==> config.mk <==
export PLATFORM = sky130hd
export DESIGN_NAME = jstk_spi_xfer
export DESIGN_NICKNAME = d
export VERILOG_FILES = /design/src/rtl/jstk_spi_xfer.sv
export SDC_FILE = /design/constraint.sdc
export NUM_CORES = 1
export LEC_CHECK = 0
export BUFFER_PORTS_ARGS = -buffer_cell sky130_fd_sc_hd__buf_2
export CAP_MARGIN = 0
export CORE_MARGIN = 2
export CORE_UTILIZATION = 62
export CTS_CLUSTER_DIAMETER = 30
export DETAILED_ROUTE_END_ITERATION = 16
export PLACE_DENSITY_LB_ADDON = 0.05
export SYNTH_ARGS = -nofsm -noshare
export SYNTH_HDL_FRONTEND = slang
export SYNTH_SLANG_ARGS = --single-unit
export TNS_END_PERCENT = 1
==> constraint.sdc <==
create_clock -name CLK -period 7.18 [get_ports CLK]
set_input_delay 0.359 -clock CLK [delete_from_list [all_inputs] [get_ports CLK]]
set_output_delay 0.359 -clock CLK [all_outputs]
set_load 0.005 [all_outputs]
==> src/rtl/jstk_spi_xfer.sv <==
// ============================================================================
//  Module   : jstk_spi_xfer
//  Purpose  : SPI mode-0 master for the PmodJSTK. Each rising edge of the slow
//             SNDREC clock starts one 5-byte transaction. Byte 0 carries the
//             LED command (DIN) and bytes 1-4 send 0x00. All 5 received bytes
//             are presented together on DOUT with a one-cycle DONE pulse.
//  Options  : define JSTK_XFER_CNT_EN to add the XFER_CNT completed-transfer
//             counter output.
//  Revision : 1.0 - initial release
// ============================================================================
`default_nettype none

module jstk_spi_xfer #(
  parameter int SCLK_HALF = 50,   // CLK cycles per SCLK half-period
  parameter int GAP_CYC   = 1500  // SS-to-first-SCLK setup and inter-byte gap
) (
  input  logic        CLK,
  input  logic        RST,
  input  logic        SNDREC,
  input  logic [7:0]  DIN,
  input  logic        MISO,
  output logic        SS,
  output logic        SCLK,
  output logic        MOSI,
  output logic [39:0] DOUT,
  output logic        BUSY,
  output logic        DONE
`ifdef JSTK_XFER_CNT_EN
  ,
  output logic [15:0] XFER_CNT
`endif
);

  // One shared down-time counter serves both the gap/setup hold and the SCLK
  // half-period, so it is sized for the larger of the two.
  localparam int MAX_CNT = (GAP_CYC > SCLK_HALF) ? GAP_CYC : SCLK_HALF;
  localparam int CW      = (MAX_CNT > 1) ? $clog2(MAX_CNT) : 1;
  localparam logic [CW-1:0] GAP_LAST  = CW'(GAP_CYC - 1);
  localparam logic [CW-1:0] HALF_LAST = CW'(SCLK_HALF - 1);

  typedef enum logic [2:0] {
    ST_IDLE   = 3'd0,
    ST_SETUP  = 3'd1,
    ST_SHIFT  = 3'd2,
    ST_GAP    = 3'd3,
    ST_FINISH = 3'd4
  } state_t;

  state_t        state_q, state_d;
  logic [1:0]    sync_q, sync_d;
  logic [CW-1:0] cnt_q, cnt_d;
  logic [2:0]    bit_cnt_q, bit_cnt_d;
  logic [2:0]    byte_cnt_q, byte_cnt_d;
  logic [7:0]    tx_sh_q, tx_sh_d;
  logic [7:0]    rx_sh_q, rx_sh_d;
  logic [39:0]   rx_buf_q, rx_buf_d;
  logic [39:0]   dout_q, dout_d;
  logic          ss_q, ss_d;
  logic          sclk_q, sclk_d;
  logic          mosi_q, mosi_d;
  logic          busy_q, busy_d;
  logic          done_q, done_d;
  logic          snd_edge;
`ifdef JSTK_XFER_CNT_EN
  logic [15:0]   xfer_cnt_q, xfer_cnt_d;
`endif

  // Rising edge of the synchronised SNDREC (first stage high, second low).
  assign snd_edge = sync_q[0] & ~sync_q[1];

  // Next-state and next-output computation for the transaction sequencer.
  always_comb begin
    state_d    = state_q;
    sync_d     = {sync_q[0], SNDREC};
    cnt_d      = cnt_q;
    bit_cnt_d  = bit_cnt_q;
    byte_cnt_d = byte_cnt_q;
    tx_sh_d    = tx_sh_q;
    rx_sh_d    = rx_sh_q;
    rx_buf_d   = rx_buf_q;
    dout_d     = dout_q;
    ss_d       = ss_q;
    sclk_d     = sclk_q;
    mosi_d     = mosi_q;
    busy_d     = busy_q;
    done_d     = 1'b0;
`ifdef JSTK_XFER_CNT_EN
    xfer_cnt_d = xfer_cnt_q;
`endif

    unique case (state_q)
      ST_IDLE: begin
        // Edges arriving in any other state are simply ignored.
        if (snd_edge) begin
          tx_sh_d    = DIN;
          ss_d       = 1'b0;
          busy_d     = 1'b1;
          cnt_d      = '0;
          byte_cnt_d = 3'd0;
          state_d    = ST_SETUP;
        end
      end

      ST_SETUP: begin
        if (cnt_q == GAP_LAST) begin
          cnt_d     = '0;
          bit_cnt_d = 3'd0;
          mosi_d    = tx_sh_q[7];
          state_d   = ST_SHIFT;
        end else begin
          cnt_d = cnt_q + 1'b1;
        end
      end

      ST_SHIFT: begin
        if (cnt_q == HALF_LAST) begin
          cnt_d = '0;
          if (!sclk_q) begin
            // Rising SCLK: capture the slave's bit.
            sclk_d  = 1'b1;
            rx_sh_d = {rx_sh_q[6:0], MISO};
          end else begin
            // Falling SCLK: either advance to the next bit or close the byte.
            sclk_d = 1'b0;
            if (bit_cnt_q == 3'd7) begin
              bit_cnt_d  = 3'd0;
              byte_cnt_d = byte_cnt_q + 1'b1;
              rx_buf_d   = {rx_buf_q[31:0], rx_sh_q};
              mosi_d     = 1'b0;
              if (byte_cnt_q == 3'd4) begin
                // Final byte: publish the whole frame at once.
                dout_d  = {rx_buf_q[31:0], rx_sh_q};
                done_d  = 1'b1;
`ifdef JSTK_XFER_CNT_EN
                xfer_cnt_d = xfer_cnt_q + 16'd1;
`endif
                state_d = ST_FINISH;
              end else begin
                state_d = ST_GAP;
              end
            end else begin
              bit_cnt_d = bit_cnt_q + 1'b1;
              tx_sh_d   = {tx_sh_q[6:0], 1'b0};
              mosi_d    = tx_sh_q[6];
            end
          end
        end else begin
          cnt_d = cnt_q + 1'b1;
        end
      end

      ST_GAP: begin
        sclk_d  = 1'b0;
        tx_sh_d = 8'h00;
        if (cnt_q == GAP_LAST) begin
          cnt_d     = '0;
          bit_cnt_d = 3'd0;
          mosi_d    = 1'b0;  // bytes 1-4 always transmit zero
          state_d   = ST_SHIFT;
        end else begin
          cnt_d = cnt_q + 1'b1;
        end
      end

      ST_FINISH: begin
        // DONE is high in this cycle with BUSY still asserted; SCLK is low.
        ss_d    = 1'b1;
        mosi_d  = 1'b0;
        busy_d  = 1'b0;
        state_d = ST_IDLE;
      end

      default: begin
        state_d = ST_IDLE;
      end
    endcase
  end

  // State and output registers; async reset releases SS immediately.
  always_ff @(posedge CLK or posedge RST) begin
    if (RST) begin
      state_q    <= ST_IDLE;
      sync_q     <= 2'b00;
      cnt_q      <= '0;
      bit_cnt_q  <= 3'd0;
      byte_cnt_q <= 3'd0;
      tx_sh_q    <= 8'h00;
      rx_sh_q    <= 8'h00;
      rx_buf_q   <= 40'h0;
      dout_q     <= 40'h0;
      ss_q       <= 1'b1;
      sclk_q     <= 1'b0;
      mosi_q     <= 1'b0;
      busy_q     <= 1'b0;
      done_q     <= 1'b0;
`ifdef JSTK_XFER_CNT_EN
      xfer_cnt_q <= 16'h0000;
`endif
    end else begin
      state_q    <= state_d;
      sync_q     <= sync_d;
      cnt_q      <= cnt_d;
      bit_cnt_q  <= bit_cnt_d;
      byte_cnt_q <= byte_cnt_d;
      tx_sh_q    <= tx_sh_d;
      rx_sh_q    <= rx_sh_d;
      rx_buf_q   <= rx_buf_d;
      dout_q     <= dout_d;
      ss_q       <= ss_d;
      sclk_q     <= sclk_d;
      mosi_q     <= mosi_d;
      busy_q     <= busy_d;
      done_q     <= done_d;
`ifdef JSTK_XFER_CNT_EN
      xfer_cnt_q <= xfer_cnt_d;
`endif
    end
  end

  assign SS   = ss_q;
  assign SCLK = sclk_q;
  assign MOSI = mosi_q;
  assign DOUT = dout_q;
  assign BUSY = busy_q;
  assign DONE = done_q;
`ifdef JSTK_XFER_CNT_EN
  assign XFER_CNT = xfer_cnt_q;
`endif

endmodule

`default_nettype wire

Word-level counts from Yosys, hierarchy flattened:

Cells that the tools add are included.

* bits in registers: 115
* bits of input ports: 12
* output and inout bits: 45
* logic and storage cells: 100

* add/subtract/negate cells: 3
* equality and inequality tests: 16
* mux-type cells: 44
* bitwise gates (word level): 3
* reductions and logical operators: 20

Operator list (number)
* 3-bit two-way mux: 14
* 11-bit two-way mux: 3
* 11-bit one-hot mux with 3 select lines: 1
* 8-bit two-way mux: 4
* 5-bit AND reduction: 5
* 8-bit one-hot mux with 3 select lines: 1
* 1-bit two-way mux: 14
* 2-bit != test, second input constant: 7
* 3-bit one-hot mux with 2 select lines: 2
* 11-bit by 1-bit adder with 11-bit output, second input constant: 1
* 11-bit == test, second input constant: 1
* 11-bit by 6-bit == test with 1-bit output, second input constant: 1
* 3-bit == test, second input constant: 3
* 3-bit one-hot mux with 3 select lines: 1
* 4-bit AND reduction: 2
* 2-bit nonzero test: 4
* 3-bit by 1-bit adder with 3-bit output, second input constant: 2
* 3-bit by 2-bit == test with 1-bit output, second input constant: 2
* 1-bit one-hot mux with 2 select lines: 3
* 2-bit AND reduction: 3
* 3-bit nonzero test: 2
* 1-bit one-hot mux with 4 select lines: 1
* 4-bit nonzero test: 1
* 3-bit by 1-bit == test with 1-bit output, second input constant: 1
* 6 further kinds: 7

Longest topological paths before layout:

Gate-level depths: netlist of the first run.

* depth after elaboration: 6
* gate-level depth with buffers: 8
* mapped depth without buffers: 6

Least setup slack after synthesis of the first run:

Ideal clock, no wire load.

* kind: register to register
* start point: register state_q[0]
* end point: register dout_q[29], in the netlist DOUT[29]
* setup time: 125 ps
* data arrival time: 1956 ps
* required time: 7055 ps
* path slack: 5099 ps
* stages on the path, launching flop included: 7
* buffers on the path: 3
* period minus slack after synthesis: 2081 ps
* path through: dfrtp_1 buf_2 or3b_1 buf_2 nor4_2 buf_4 mux2_2

* cells in the longest elaborated chain, start to end: 2

RTL lines
* start, declared: line 49 `state_t state_q, state_d;`
* start signal, assigned: line 200 `state_q <= state_d;`
* 3-bit by 2-bit == test with 1-bit output: line 91 `unique case (state_q)`
* 5-bit AND reduction (no line)
* end signal, assigned: line 208 `dout_q <= dout_d;`
* end, declared: line 57 `logic [39:0] dout_q, dout_d;`

Every way passes these cells.
A chain may end at the register's enable or synchronous reset.

Worst setup path after layout of the first run:

* start point: register cnt_q[1]
* end point: register dout_q[38], in the netlist DOUT[38]

* cells in the longest elaborated chain, start to end: 2

RTL lines
* start, declared: line 51 `logic [CW-1:0] cnt_q, cnt_d;`
* start signal, assigned: line 202 `cnt_q <= cnt_d;`
* 11-bit by 6-bit == test with 1-bit output: line 116 `if (cnt_q == HALF_LAST) begin`
* 5-bit AND reduction (no line)

Every way passes these cells.

==> impl_table.tex, run 1 <==
\begin{tabular}{lr}
\hline
Metric & Value \\
\hline
\multicolumn{2}{l}{\textbf{Synthesis}} \\
\quad Synth Register Bits & 115 \\
\quad Cell variety after synth & 48 \\
\quad Count of synthesis-stage warnings from yosys & 0 \\
\quad Mean instance size in the synthesized netlist & 13.3 sq um \\
\quad Gate Count Post-Synth & 376 \\
\quad Number of synthesized flops with an enable pin & 0 \\
\quad Fraction of registers with async set/reset & 1.00 \\
\quad Sequential share of the synthesized area & 0.576 \\
\quad Synth Cell Area & 5000 sq um \\
\quad Top flip-flop cell by instance count after synthesis & sky130\_fd\_sc\_hd\_\_dfrtp\_1 \\
\quad Synth Net Count & 394 \\
\multicolumn{2}{l}{\textbf{Final layout}} \\
\quad Share of post-route cells with drive strength above 1 & 0.416 \\
\quad Count of nets after finishing & 453 \\
\quad Footprint of the multi-input gates & 1990 sq um \\
\quad Layout filler cell count & 499 \\
\quad Final non-filler cell area & 5930 sq um \\
\quad Ant. Diodes & 0 \\
\quad Growth of design area from synthesis to finish & 18.6\% \\
\quad Total area of sequential cells & 2880 sq um \\
\multicolumn{2}{l}{\textbf{Placed design}} \\
\quad Half-perimeter wire length after placement & 5.74 mm \\
\quad PortBufs & 56 \\
\quad Placed cell area & 5330 sq um \\
\quad Last weighted congestion value of the routability-driven placer & 0.810 \\
\multicolumn{2}{l}{\textbf{Route}} \\
\quad Wire length per cell after detailed routing & 17.0 microns \\
\quad Number of remaining DRC errors & 0 \\
\quad Detailed-route via count & 3,153 \\
\quad Antenna-violating nets left & 0 \\
\quad Drt total wl & 9.31 mm \\
\quad 1st-iter DRT viols & 208 \\
\quad Vias/cell & 5.74 \\
\quad First drt pass iteration count & 4 \\
\multicolumn{2}{l}{\textbf{Power and ir drop}} \\
\quad Reported leakage power & 2.97 nW \\
\quad Worst IR drop on VDD & 169 uV \\
\quad Ratio of total power to cell area & 284 nW/um\^{}2 \\
\multicolumn{2}{l}{\textbf{CTS}} \\
\quad Post-CTS Setup Repair Bufs & 0 \\
\quad H-tree levels & 4 \\
\quad CTS buffer count & 17 \\
\quad Clock insertion delay at the later pin of the skew report & 0.51 ns \\
\quad Clock transition at the registers of the reported paths & 0.06 ns \\
\quad Clock sink total & 115 \\
\quad Maximum number of buffers from clock root to sink & 2 \\
\quad TritonCTS clock tree & built \\
\quad Root buf cell & sky130\_fd\_sc\_hd\_\_clkbuf\_8 \\
\multicolumn{2}{l}{\textbf{Global route}} \\
\quad Global-route wire length before repair & 15.8 mm \\
\quad Maximum number of pins on one net before global-route repair & 67 \\
\quad GR Util All Layers & 0.237 \\
\quad Number of global-route vias before repair & 3,153 \\
\quad Gr ovfl total & 0 \\
\quad Initial antenna violation count & 0 \\
\multicolumn{2}{l}{\textbf{Worst setup path}} \\
\quad Classification of the worst setup path & reg -> reg \\
\quad WP data required & 7.57 ns \\
\quad Series of cell instances along the critical path & inv\_1, ha\_1, nor4b\_4, nand3\_1, nor4\_4, buf\_4, mux2\_2 \\
\quad Critical path arrival & 3.32 ns \\
\quad Critical path launch point type & flip-flop \\
\quad Highest fanout seen on the critical path & 40 \\
\quad Cell type of the slowest stage on the worst timing path & sky130\_fd\_sc\_hd\_\_nand3\_1 \\
\quad Max incr delay on CP & 0.54 ns \\
\quad Endpoint class of the critical path & flip-flop \\
\multicolumn{2}{l}{\textbf{STA}} \\
\quad Slew Limit Headroom & 0.464 \\
\quad Min Tclk post-route & 2.93 ns \\
\quad Pin slew with the least headroom to its limit & 0.803 ns \\
\quad Setup violators final & 0 \\
\quad Post-route clock skew & 0.00776 ns \\
\quad Final-report hold violation count & 0 \\
\quad Tcrit/Tclk final & 0.408 \\
\quad Sum of negative setup slack & 0 ns \\
\quad Unrepaired setup endpoints after global routing & no \\
\quad Max-slew violation count & 0 \\
\quad Highest clock rate & 0.341 GHz \\
\quad Worst hold margin & 0.00776 ns \\
\multicolumn{2}{l}{\textbf{Floorplanning}} \\
\quad DIE AREA & 8800 sq um \\
\quad Initial standard-cell utilization of the core & 0.644 \\
\quad I/O pin count & 57 \\
\quad Die height & 93.8 microns \\
\quad Floorplan core area & 7770 sq um \\
\quad Number of rows created at floorplan & 32 \\
\quad Die width & 93.8 microns \\
\multicolumn{2}{l}{\textbf{Outcome}} \\
\quad Result of the run & finished, final reports clean \\
\multicolumn{2}{l}{\textbf{Min path}} \\
\quad Class of the most critical hold timing path & in -> async \\
\multicolumn{2}{l}{\textbf{Job}} \\
\quad Number of max-capacitance violations reported & 0 \\
\hline
\end{tabular}
==> report_power, final <==
group	internal (mW)	leakage [nW]	switching (mW)	total (mW)
registers	0.685	1.56	0.0426	0.727
clock network	0.530	0.278	0.300	0.830
logic	0.0590	1.13	0.0675	0.127
total	1.27	2.97	0.411	1.68
==> what timing repair did <==
item,in CTS,in global routing
resized for setup,0,0
hold endpoints to repair,1,0
hold buffers,1,0
==> kinds of logic after synthesis <==
group,Yosys count,synth area share
AOI/OAI and AO/OA,44,0.0683
xor gates and xnor gates,4,0.00700
adders and majority gates,6,0.0150
buffers and inverters,29,0.0290
DFF,115,0.576
muxes,91,0.204
and+or+nand+nor,87,0.101
==> worst paths after layout <==
kind | start | endpoint | slack, ns | cells after the start
setup reg to reg | cnt_q[1]$_DFFE_PP0P_ | DOUT[38]$_DFFE_PP0P_ | 4.25 | 7
setup / recovery | cnt_q[1]$_DFFE_PP0P_ | DOUT[38]$_DFFE_PP0P_ | 4.25 | 7
max in group asynchronous | RST | rx_buf_q[13]$_DFFE_PP0P_ | 6.07 | 3
hold / removal | RST | cnt_q[1]$_DFFE_PP0P_ | 0.008 | 2
min in group CLK | MISO | rx_sh_q[0]$_DFFE_PP0P_ | 0.08 | 2
hold reg to reg | sync_q[0]$_DFF_PP0_ | sync_q[1]$_DFF_PP0_ | 0.42 | 0
==> area by class of cell <==
class | count | share of cell area
clock buffers | 17 | 0.0698
repair buffers | 60 | 0.0527
multi-input cells | 232 | 0.335
clock inverters | 14 | 0.0299
flip-flops and latches | 115 | 0.485
well taps | 102 | 0.0215
inverters | 9 | 0.00611
==> state kept, by name, indices dropped and copies added, names as in the netlist, 2 cells and up <==
register	flops
rx_buf_q	32
byte_cnt_q	3
cnt_q	11
DOUT	40
tx_sh_q	8
bit_cnt_q	3
rx_sh_q	8
state_q	3
sync_q	2
==> per-stage QoR <==
step                instances   util  power, mW  setup slack (ns)
global placement          517  0.687      0.857              4.41
floorplan                 376      -      0.834              3.78
detailed placement        517  0.687      0.864              4.32
global route              549  0.764       1.76              4.06
CTS                       549  0.764       1.69              4.30
finish                    549  0.764       1.68              4.25
==> worst max-delay path, delay by kind of cell, from the launching register on <==
kind          cells  cell delay (ns)
fa+ha+maj         1             0.15
buf+inv           2             0.58
flops             1             0.39
mux               1             0.41
simple gates      3             1.23
==> cells in the final DEF, fill, tap and decap left out, drive strengths merged, types with 2 or more instances in the layout <==
| master | count |
|---|---|
| dfrtp | 114 |
| mux2 | 88 |
| buf | 59 |
| nand2 | 27 |
| clkbuf | 17 |
| inv | 13 |
| nor2 | 12 |
| o21ai | 11 |
| nor3 | 10 |
| a22o | 9 |
| nand3 | 7 |
| nor4 | 7 |
| o211ai | 6 |
| ha | 6 |
| nor2b | 4 |
| xnor2 | 4 |
| a21oi | 4 |
| clkinvlp | 4 |
| nor3b | 4 |
| or3 | 3 |
| o22ai | 3 |
| mux2i | 3 |
| bufinv | 3 |
| nor4b | 3 |
| clkinv | 3 |
| nand4b | 2 |
| nand4 | 2 |
| nand2b | 2 |
| a21o | 2 |
==> cells in the mapped netlist (3+ instances only) <==
library cell,instances,share of area
sky130_fd_sc_hd__xnor2_1,4,0.0070
sky130_fd_sc_hd__buf_4,7,0.011
sky130_fd_sc_hd__ha_1,6,0.015
sky130_fd_sc_hd__nand2_1,27,0.020
sky130_fd_sc_hd__or3_1,3,0.0038
sky130_fd_sc_hd__nor2_1,12,0.0090
sky130_fd_sc_hd__inv_1,9,0.0068
sky130_fd_sc_hd__a22o_1,9,0.016
sky130_fd_sc_hd__dfrtp_1,114,0.57
sky130_fd_sc_hd__nand3_1,7,0.0070
sky130_fd_sc_hd__mux2_2,85,0.19
sky130_fd_sc_hd__buf_2,7,0.0070
sky130_fd_sc_hd__o21ai_0,11,0.011
sky130_fd_sc_hd__nor4_1,6,0.0075
sky130_fd_sc_hd__mux2_1,3,0.0068
sky130_fd_sc_hd__o211ai_1,6,0.0090
sky130_fd_sc_hd__nor3_1,8,0.0080
sky130_fd_sc_hd__nor2b_1,4,0.0050
sky130_fd_sc_hd__a21oi_1,4,0.0040
sky130_fd_sc_hd__mux2i_1,3,0.0060
sky130_fd_sc_hd__o22ai_1,3,0.0038
sky130_fd_sc_hd__clkbuf_1,4,0.0030
==> metal layers <==
| layer | part of all wire | global-route usage | up-vias |
|---|---|---|---|
| li1 | - | - | 1485 |
| met1 | 0.48 | 0.344 | 1564 |
| met2 | 0.46 | 0.341 | 92 |
| met3 | 0.054 | 0.0730 | 12 |
| met4 | 0.012 | 0.0797 | 0 |
| met5 | 0 | 0 | - |
No activity file was read; power rests on OpenSTA's default activity.
==> run 2, diff against run 1 <==
--- a/config.mk
+++ b/config.mk
@@ -5,10 +5,11 @@
 export SDC_FILE = /design/constraint.sdc
 export NUM_CORES = 1
 export LEC_CHECK = 0
+export ABC_AREA = 1
 export BUFFER_PORTS_ARGS = -buffer_cell sky130_fd_sc_hd__buf_2
 export CAP_MARGIN = 0
 export CORE_MARGIN = 2
-export CORE_UTILIZATION = 62
+export CORE_UTILIZATION = 59
 export CTS_CLUSTER_DIAMETER = 30
 export DETAILED_ROUTE_END_ITERATION = 16
 export PLACE_DENSITY_LB_ADDON = 0.05
==> constraint.sdc (replaced) <==
create_clock -name CLK -period 2.7 [get_ports CLK]
set_input_delay 0.135 -clock CLK [delete_from_list [all_inputs] [get_ports CLK]]
set_output_delay 0.135 -clock CLK [all_outputs]
set_load 0.005 [all_outputs]
==> impl_table.tex, run 2 <==
\begin{tabular}{lr}
\hline
Metric & Value \\
\hline
\multicolumn{2}{l}{\textbf{Worst setup path}} \\
\quad WP data required & 3.14 ns \\
\quad Max incr delay on CP & 0.39 ns \\
\quad Series of cell instances along the critical path & ha\_1, ha\_1, inv\_1, nor2\_1, nand4\_2, nor2\_4, buf\_4, nand2\_1, nand2\_1 \\
\quad Cell type of the slowest stage on the worst timing path & sky130\_fd\_sc\_hd\_\_buf\_4 \\
\quad Worst reg2reg endpoint & DOUT[32]\$\_DFFE\_PP0P\_ \\
\quad Highest fanout seen on the critical path & 37 \\
\quad Endpoint class of the critical path & flip-flop \\
\quad Number of cell instances on the worst register-to-register path & 9 \\
\quad Cell type group with the largest total delay on the critical path & simple AND/OR/NAND/NOR gates \\
\quad Critical path arrival & 2.48 ns \\
\quad Classification of the worst setup path & reg -> reg \\
\quad Worst flop-to-flop path startpoint & bit\_cnt\_q[0]\$\_DFFE\_PP0P\_ \\
\quad CP Buf/Inv Count & 2 \\
\quad Critical path launch point type & flip-flop \\
\quad R2R setup slack & 0.66 ns \\
\multicolumn{2}{l}{\textbf{Route}} \\
\quad First drt pass iteration count & 4 \\
\quad Wire length per cell after detailed routing & 14.4 microns \\
\quad 1st-iter DRT viols & 255 \\
\quad Detailed-route via count & 4,308 \\
\quad Antenna-violating nets left & 0 \\
\quad Number of remaining DRC errors & 0 \\
\quad Vias/cell & 5.40 \\
\quad Drt total wl & 11.5 mm \\
\multicolumn{2}{l}{\textbf{Job}} \\
\quad Number of max-capacitance violations reported & 0 \\
\multicolumn{2}{l}{\textbf{Global route}} \\
\quad Maximum number of pins on one net before global-route repair & 87 \\
\quad Gr ovfl total & 0 \\
\quad Global-route wire length before repair & 19.3 mm \\
\quad Number of global-route vias before repair & 4,087 \\
\quad GR Util All Layers & 0.247 \\
\quad Initial antenna violation count & 0 \\
\multicolumn{2}{l}{\textbf{CTS}} \\
\quad TritonCTS clock tree & built \\
\quad Maximum number of buffers from clock root to sink & 2 \\
\quad CTS buffer count & 17 \\
\quad Clock transition at the registers of the reported paths & 0.06 ns \\
\quad Total of cells resized after clock tree synthesis & 0 \\
\quad Clock insertion delay at the later pin of the skew report & 0.51 ns \\
\quad Post-CTS Setup Repair Bufs & 0 \\
\quad Root buf cell & sky130\_fd\_sc\_hd\_\_clkbuf\_8 \\
\quad H-tree levels & 4 \\
\quad Clock sink total & 115 \\
\quad Number of buffers added to fix hold violations after cts & 11 \\
\multicolumn{2}{l}{\textbf{Power and ir drop}} \\
\quad Proportion of total power due to net switching & 0.287 \\
\quad Combinational cell fraction of total power & 0.149 \\
\quad Total internal power & 3.66 mW \\
\quad Ratio of total power to cell area & 796 nW/um\^{}2 \\
\quad Reported leakage power & 3.30 nW \\
\quad Fraction of power consumed by sequential logic & 0.392 \\
\quad Net Sw Power & 1.47 mW \\
\quad Post-layout total power & 5.13 mW \\
\quad Worst IR drop on VDD & 518 uV \\
\quad Share of power burned in the clock network & 0.458 \\
\multicolumn{2}{l}{\textbf{Synthesis}} \\
\quad Fraction of registers with async set/reset & 1.00 \\
\quad Most frequent cells after synthesis & sky130\_fd\_sc\_hd\_\_nand2\_1, sky130\_fd\_sc\_hd\_\_dfrtp\_1, sky130\_fd\_sc\_hd\_\_inv\_1 \\
\quad Most area-hungry cell type in the Yosys netlist & sky130\_fd\_sc\_hd\_\_dfrtp\_1 \\
\quad Number of synthesized flops with an enable pin & 0 \\
\quad Cell variety after synth & 35 \\
\quad Top cells by area, synth & sky130\_fd\_sc\_hd\_\_dfrtp\_1, sky130\_fd\_sc\_hd\_\_nand2\_1, sky130\_fd\_sc\_hd\_\_o21ai\_2, sky130\_fd\_sc\_hd\_\_o21ai\_0, sky130\_fd\_sc\_hd\_\_inv\_1 \\
\quad Synth Cell Area & 5440 sq um \\
\quad Area share of the largest cell type after synthesis & 0.524 \\
\quad Sequential share of the synthesized area & 0.529 \\
\quad Top flip-flop cell by instance count after synthesis & sky130\_fd\_sc\_hd\_\_dfrtp\_1 \\
\quad Synth Register Bits & 115 \\
\quad Gate Count Post-Synth & 611 \\
\quad Mean instance size in the synthesized netlist & 8.91 sq um \\
\quad Count of synthesis-stage warnings from yosys & 0 \\
\quad Most numerous cell in the Yosys netlist & sky130\_fd\_sc\_hd\_\_nand2\_1 \\
\quad Synth Net Count & 629 \\
\multicolumn{2}{l}{\textbf{STA}} \\
\quad Final-report hold violation count & 0 \\
\quad Highest clock rate & 0.490 GHz \\
\quad Fin worst setup slack & 0.660 ns \\
\quad Slew Limit Headroom & 0.543 \\
\quad Sum of negative setup slack & 0 ns \\
\quad Min Tclk post-route & 2.04 ns \\
\quad Worst hold margin & 0.277 ns \\
\quad Pin slew with the least headroom to its limit & 0.685 ns \\
\quad Max-slew violation count & 0 \\
\quad Unrepaired setup endpoints after global routing & no \\
\quad Tcrit/Tclk final & 0.755 \\
\quad Post-route clock skew & 0.0105 ns \\
\quad Setup violators final & 0 \\
\multicolumn{2}{l}{\textbf{Final layout}} \\
\quad Non-filler cells, final & 798 \\
\quad Ant. Diodes & 0 \\
\quad Final core utilization & 0.708 \\
\quad Commonest cells after routing, fill and taps aside & sky130\_fd\_sc\_hd\_\_nand2\_1, sky130\_fd\_sc\_hd\_\_dfrtp\_1, sky130\_fd\_sc\_hd\_\_inv\_1 \\
\quad Growth of design area from synthesis to finish & 18.5\% \\
\quad Count of nets after finishing & 692 \\
\quad Share of post-route cells with drive strength above 1 & 0.233 \\
\quad Number of flip-flops under the largest register name & 40 \\
\quad Commonest non-fill, non-tap cell in the layout & sky130\_fd\_sc\_hd\_\_nand2\_1 \\
\quad Layout filler cell count & 708 \\
\quad Final non-filler cell area & 6450 sq um \\
\multicolumn{2}{l}{\textbf{Outcome}} \\
\quad Result of the run & finished, final reports clean \\
\multicolumn{2}{l}{\textbf{Min path}} \\
\quad Sink of the worst hold path & sync\_q[0]\$\_DFF\_PP0\_ \\
\quad Class of the most critical hold timing path & in -> reg \\
\quad Start point of the worst hold path & SNDREC \\
\quad Number of cells traversed by the worst hold path & 2 \\
\multicolumn{2}{l}{\textbf{Floorplanning}} \\
\quad Die height & 100 microns \\
\quad I/O pin count & 57 \\
\quad Floorplan core area & 9110 sq um \\
\quad Number of rows created at floorplan & 35 \\
\quad Die width & 100 microns \\
\quad DIE AREA & 10,000 sq um \\
\quad Initial standard-cell utilization of the core & 0.598 \\
\multicolumn{2}{l}{\textbf{Placed design}} \\
\quad Placed cell area & 5710 sq um \\
\quad Half-perimeter wire length after placement & 7.11 mm \\
\quad PortBufs & 56 \\
\quad Dpl ws & 0.720 ns \\
\quad Placed cells & 755 \\
\quad Last weighted congestion value of the routability-driven placer & 1.01 \\
\hline
\end{tabular}
## run 2: worst max-delay path by stage
stage	from	endpoint	slack, ns	cells past startpoint
global placement	state_q[0]$_DFFE_PP0P_	bit_cnt_q[1]$_DFFE_PP0P_	0.78	8
CTS	bit_cnt_q[0]$_DFFE_PP0P_	DOUT[28]$_DFFE_PP0P_	0.69	9
floorplan	bit_cnt_q[0]$_DFFE_PP0P_	DOUT[38]$_DFFE_PP0P_	1.13	8
detailed placement	bit_cnt_q[0]$_DFFE_PP0P_	DOUT[22]$_DFFE_PP0P_	0.72	9
finish	bit_cnt_q[0]$_DFFE_PP0P_	DOUT[32]$_DFFE_PP0P_	0.66	9
global route	bit_cnt_q[0]$_DFFE_PP0P_	DOUT[16]$_DFFE_PP0P_	0.47	9
## run 2: worst reg2reg max path, stage by stage (launching register included)
cell and delay (ns):
sky130_fd_sc_hd__dfrtp_1 0.38, sky130_fd_sc_hd__ha_1 0.16, sky130_fd_sc_hd__ha_1 0.21, sky130_fd_sc_hd__inv_1 0.12, sky130_fd_sc_hd__nor2_1 0.15, sky130_fd_sc_hd__nand4_2 0.16
sky130_fd_sc_hd__nor2_4 0.16, sky130_fd_sc_hd__buf_4 0.39, sky130_fd_sc_hd__nand2_1 0.14, sky130_fd_sc_hd__nand2_1 0.10
## run 2: per-layer routing
| metal | share of wire | track usage |
|---|---|---|
| met1 | 0.45 | 0.338 |
| met2 | 0.48 | 0.387 |
| met3 | 0.048 | 0.0501 |
| met4 | 0.020 | 0.107 |
| met5 | 0 | 0 |
## run 2: area by class of cell
type,instances,area (sq um),area share
inverters,67,255,0.0396
multi-input cells,401,2090,0.324
well taps,111,139,0.0215
clock inverters,14,205,0.0318
repair buffers,72,453,0.0702
clock buffers,18,428,0.0663
flip-flops and latches,115,2880,0.446
## run 2: kinds of logic after synthesis
kind of cell,after synthesis,synth area share
flip-flops,115,0.529
buffers and inverters,95,0.0867
AND/OR/NAND/NOR,275,0.221
AO/OA/AOI/OAI,116,0.143
XOR/XNOR,4,0.00644
adder cells (fa/ha/maj),6,0.0138
## run 2: power groups by stage
stage | Clock [mW] | Sequential (mW) | Combinational, mW
2_1_floorplan | 0 | 1.97 | 0.690
3_3_place_gp | 0 | 2.03 | 0.720
3_5_place_dp | 0 | 2.03 | 0.749
4_1_cts | 2.39 | 2.01 | 0.764
5_1_grt | 2.47 | 2.03 | 0.866
6_report | 2.35 | 2.01 | 0.767
==> run 3, diff against run 2 <==
==> constraint.sdc (replaced) <==
create_clock -name CLK -period 1.95 [get_ports CLK]
set_input_delay 0.0975 -clock CLK [delete_from_list [all_inputs] [get_ports CLK]]
set_output_delay 0.0975 -clock CLK [all_outputs]
set_load 0.005 [all_outputs]
==> impl_table.tex, run 3 (same netlist as run 2, synthesis figures left out) <==
\begin{tabular}{lr}
\hline
Metric & Value \\
\hline
\multicolumn{2}{l}{\textbf{Final layout}} \\
\quad Count of nets after finishing & 701 \\
\quad Commonest non-fill, non-tap cell in the layout & sky130\_fd\_sc\_hd\_\_nand2\_1 \\
\quad Layout filler cell count & 700 \\
\quad Number of flip-flops under the largest register name & 40 \\
\quad Growth of design area from synthesis to finish & 18.7\% \\
\quad Share of post-route cells with drive strength above 1 & 0.242 \\
\quad Final non-filler cell area & 6460 sq um \\
\quad Commonest cells after routing, fill and taps aside & sky130\_fd\_sc\_hd\_\_nand2\_1, sky130\_fd\_sc\_hd\_\_dfrtp\_1, sky130\_fd\_sc\_hd\_\_inv\_1 \\
\quad Ant. Diodes & 0 \\
\quad Final core utilization & 0.709 \\
\multicolumn{2}{l}{\textbf{Outcome}} \\
\quad Result of the run & finished, final reports clean \\
\multicolumn{2}{l}{\textbf{CTS}} \\
\quad Clock transition at the registers of the reported paths & 0.06 ns \\
\quad Clock insertion delay at the later pin of the skew report & 0.52 ns \\
\quad CTS buffer count & 17 \\
\quad TritonCTS clock tree & built \\
\quad Post-CTS Setup Repair Bufs & 0 \\
\quad H-tree levels & 4 \\
\quad Maximum number of buffers from clock root to sink & 2 \\
\quad Root buf cell & sky130\_fd\_sc\_hd\_\_clkbuf\_8 \\
\quad Clock sink total & 115 \\
\multicolumn{2}{l}{\textbf{Worst setup path}} \\
\quad Cell type with the highest occurrence count on the critical path & sky130\_fd\_sc\_hd\_\_ha\_1 \\
\quad Highest fanout seen on the critical path & 36 \\
\quad Series of cell instances along the critical path & ha\_1, ha\_1, inv\_1, nor2\_1, nand4\_2, buf\_12, o21ai\_0, nand2\_1 \\
\quad CP Buf/Inv Count & 2 \\
\quad WP data required & 2.34 ns \\
\quad Classification of the worst setup path & reg -> reg \\
\quad Max incr delay on CP & 0.36 ns \\
\quad Cell type group with the largest total delay on the critical path & simple AND/OR/NAND/NOR gates \\
\quad Endpoint class of the critical path & flip-flop \\
\quad Critical path launch point type & flip-flop \\
\quad Critical path arrival & 2.21 ns \\
\quad Cell type of the slowest stage on the worst timing path & sky130\_fd\_sc\_hd\_\_dfrtp\_1 \\
\multicolumn{2}{l}{\textbf{Route}} \\
\quad First drt pass iteration count & 5 \\
\quad 1st-iter DRT viols & 238 \\
\quad Antenna-violating nets left & 0 \\
\quad Vias/cell & 5.25 \\
\quad Wire length per cell after detailed routing & 13.8 microns \\
\quad Number of remaining DRC errors & 0 \\
\quad Detailed-route via count & 4,233 \\
\quad Drt total wl & 11.1 mm \\
\multicolumn{2}{l}{\textbf{Floorplanning}} \\
\quad I/O pin count & 57 \\
\quad Initial standard-cell utilization of the core & 0.598 \\
\quad Number of rows created at floorplan & 35 \\
\quad Die width & 100 microns \\
\quad Floorplan core area & 9110 sq um \\
\quad Die height & 100 microns \\
\quad DIE AREA & 10,000 sq um \\
\multicolumn{2}{l}{\textbf{STA}} \\
\quad Pin slew with the least headroom to its limit & 0.420 ns \\
\quad Unrepaired setup endpoints after global routing & yes \\
\quad Post-route clock skew & 0.0142 ns \\
\quad Highest clock rate & 0.547 GHz \\
\quad Max-slew violation count & 0 \\
\quad Min Tclk post-route & 1.83 ns \\
\quad Tcrit/Tclk final & 0.937 \\
\quad Sum of negative setup slack & 0 ns \\
\quad Slew Limit Headroom & 0.720 \\
\quad Setup violators final & 0 \\
\quad Worst hold margin & 0.104 ns \\
\quad Final-report hold violation count & 0 \\
\multicolumn{2}{l}{\textbf{Global route}} \\
\quad GR Util All Layers & 0.247 \\
\quad Maximum number of pins on one net before global-route repair & 66 \\
\quad Gr ovfl total & 0 \\
\quad Initial antenna violation count & 0 \\
\quad Number of global-route vias before repair & 4,132 \\
\quad Global-route wire length before repair & 19.3 mm \\
\multicolumn{2}{l}{\textbf{Power and ir drop}} \\
\quad Reported leakage power & 3.31 nW \\
\quad Worst IR drop on VDD & 777 uV \\
\quad Post-layout total power & 6.73 mW \\
\quad Ratio of total power to cell area & 1040 nW/um\^{}2 \\
\multicolumn{2}{l}{\textbf{Placed design}} \\
\quad PortBufs & 56 \\
\quad Half-perimeter wire length after placement & 7.43 mm \\
\quad Last weighted congestion value of the routability-driven placer & 0.930 \\
\quad Placed cell area & 5790 sq um \\
\multicolumn{2}{l}{\textbf{Min path}} \\
\quad Class of the most critical hold timing path & in -> async \\
\multicolumn{2}{l}{\textbf{Job}} \\
\quad Number of max-capacitance violations reported & 0 \\
\hline
\end{tabular}
-- run 3: cell count changes in the layout (fill, tap and decap cells not counted), moves of 2 or more --
cell,delta
sky130_fd_sc_hd__o21ai_0,-2
sky130_fd_sc_hd__bufinv_16,-3
sky130_fd_sc_hd__clkinv_4,-6
sky130_fd_sc_hd__inv_6,+6
sky130_fd_sc_hd__buf_4,+7
sky130_fd_sc_hd__clkinvlp_4,+2
sky130_fd_sc_hd__o21ai_1,+2
sky130_fd_sc_hd__buf_12,+2
-- run 3: path summary, 6_finish.rpt --
| kind | from | end | slack, ns | cells after the start |
|---|---|---|---|---|
| max | bit_cnt_q[0]$_DFFE_PP0P_ | DOUT[6]$_DFFE_PP0P_ | 0.12 | 8 |
| min | RST | DOUT[39]$_DFFE_PP0P_ | 0.10 | 3 |
| max reg2reg | bit_cnt_q[0]$_DFFE_PP0P_ | DOUT[6]$_DFFE_PP0P_ | 0.12 | 8 |
| min reg2reg | sync_q[0]$_DFF_PP0_ | sync_q[1]$_DFF_PP0_ | 0.37 | 0 |
| max in group asynchronous | RST | MOSI$_DFFE_PP0P_ | 1.25 | 4 |
| min in group CLK | SNDREC | sync_q[0]$_DFF_PP0_ | 0.23 | 2 |
-- run 3: routing by layer --
layer  share of wire  vias up  track usage
met5               0        -            0
met4           0.012        0       0.0875
met3           0.049       15       0.0613
met2            0.48      114        0.381
met1            0.46     2007        0.343
li1                -     2097            -
-- run 3: worst reg2reg max path: stages, from the launching register on --
cell and delay, ns:
sky130_fd_sc_hd__dfrtp_1 0.36, sky130_fd_sc_hd__ha_1 0.15, sky130_fd_sc_hd__ha_1 0.20, sky130_fd_sc_hd__inv_1 0.11, sky130_fd_sc_hd__nor2_1 0.15, sky130_fd_sc_hd__nand4_2 0.21
sky130_fd_sc_hd__buf_12 0.24, sky130_fd_sc_hd__o21ai_0 0.20, sky130_fd_sc_hd__nand2_1 0.08
-- run 3: layout make-up --
| cell class | count | area [sq um] | share of cell area |
|---|---|---|---|
| Timing Repair Buffer | 81 | 546 | 0.0844 |
| Multi-Input combinational cell | 401 | 2090 | 0.324 |
| Clock inverter | 13 | 124 | 0.0192 |
| Clock buffer | 18 | 428 | 0.0662 |
| Sequential cell | 115 | 2880 | 0.445 |
| Tap cell | 111 | 139 | 0.0215 |
| Inverter | 67 | 255 | 0.0395 |
-- run 3: report_power, final --
group / switching [mW] / total (mW) / leakage (nW) / internal (mW)
registers: 0.186 / 2.75 / 1.56 / 2.57
logic: 0.696 / 1.10 / 1.48 / 0.405
clock network: 1.14 / 2.88 / 0.265 / 1.73
total: 2.02 / 6.73 / 3.31 / 4.71
-- run 3: through the flow --
| step | instances | setup WS (ns) |
|---|---|---|
| after floorplan | 611 | 0.379 |
| after global placement | 764 | 0.175 |
| after detailed placement | 764 | 0.104 |
| after CTS | 806 | 0.0517 |
| after global routing | 806 | 0.00123 |
| final | 806 | 0.122 |
-- run 3: what timing repair did --
| item | CTS | global route |
|---|---|---|
| hold buffers | 11 | 0 |
| resized for setup | 0 | 5 |
| setup endpoints to repair | 0 | 24 |
| hold endpoints to repair | 124 | 0 |
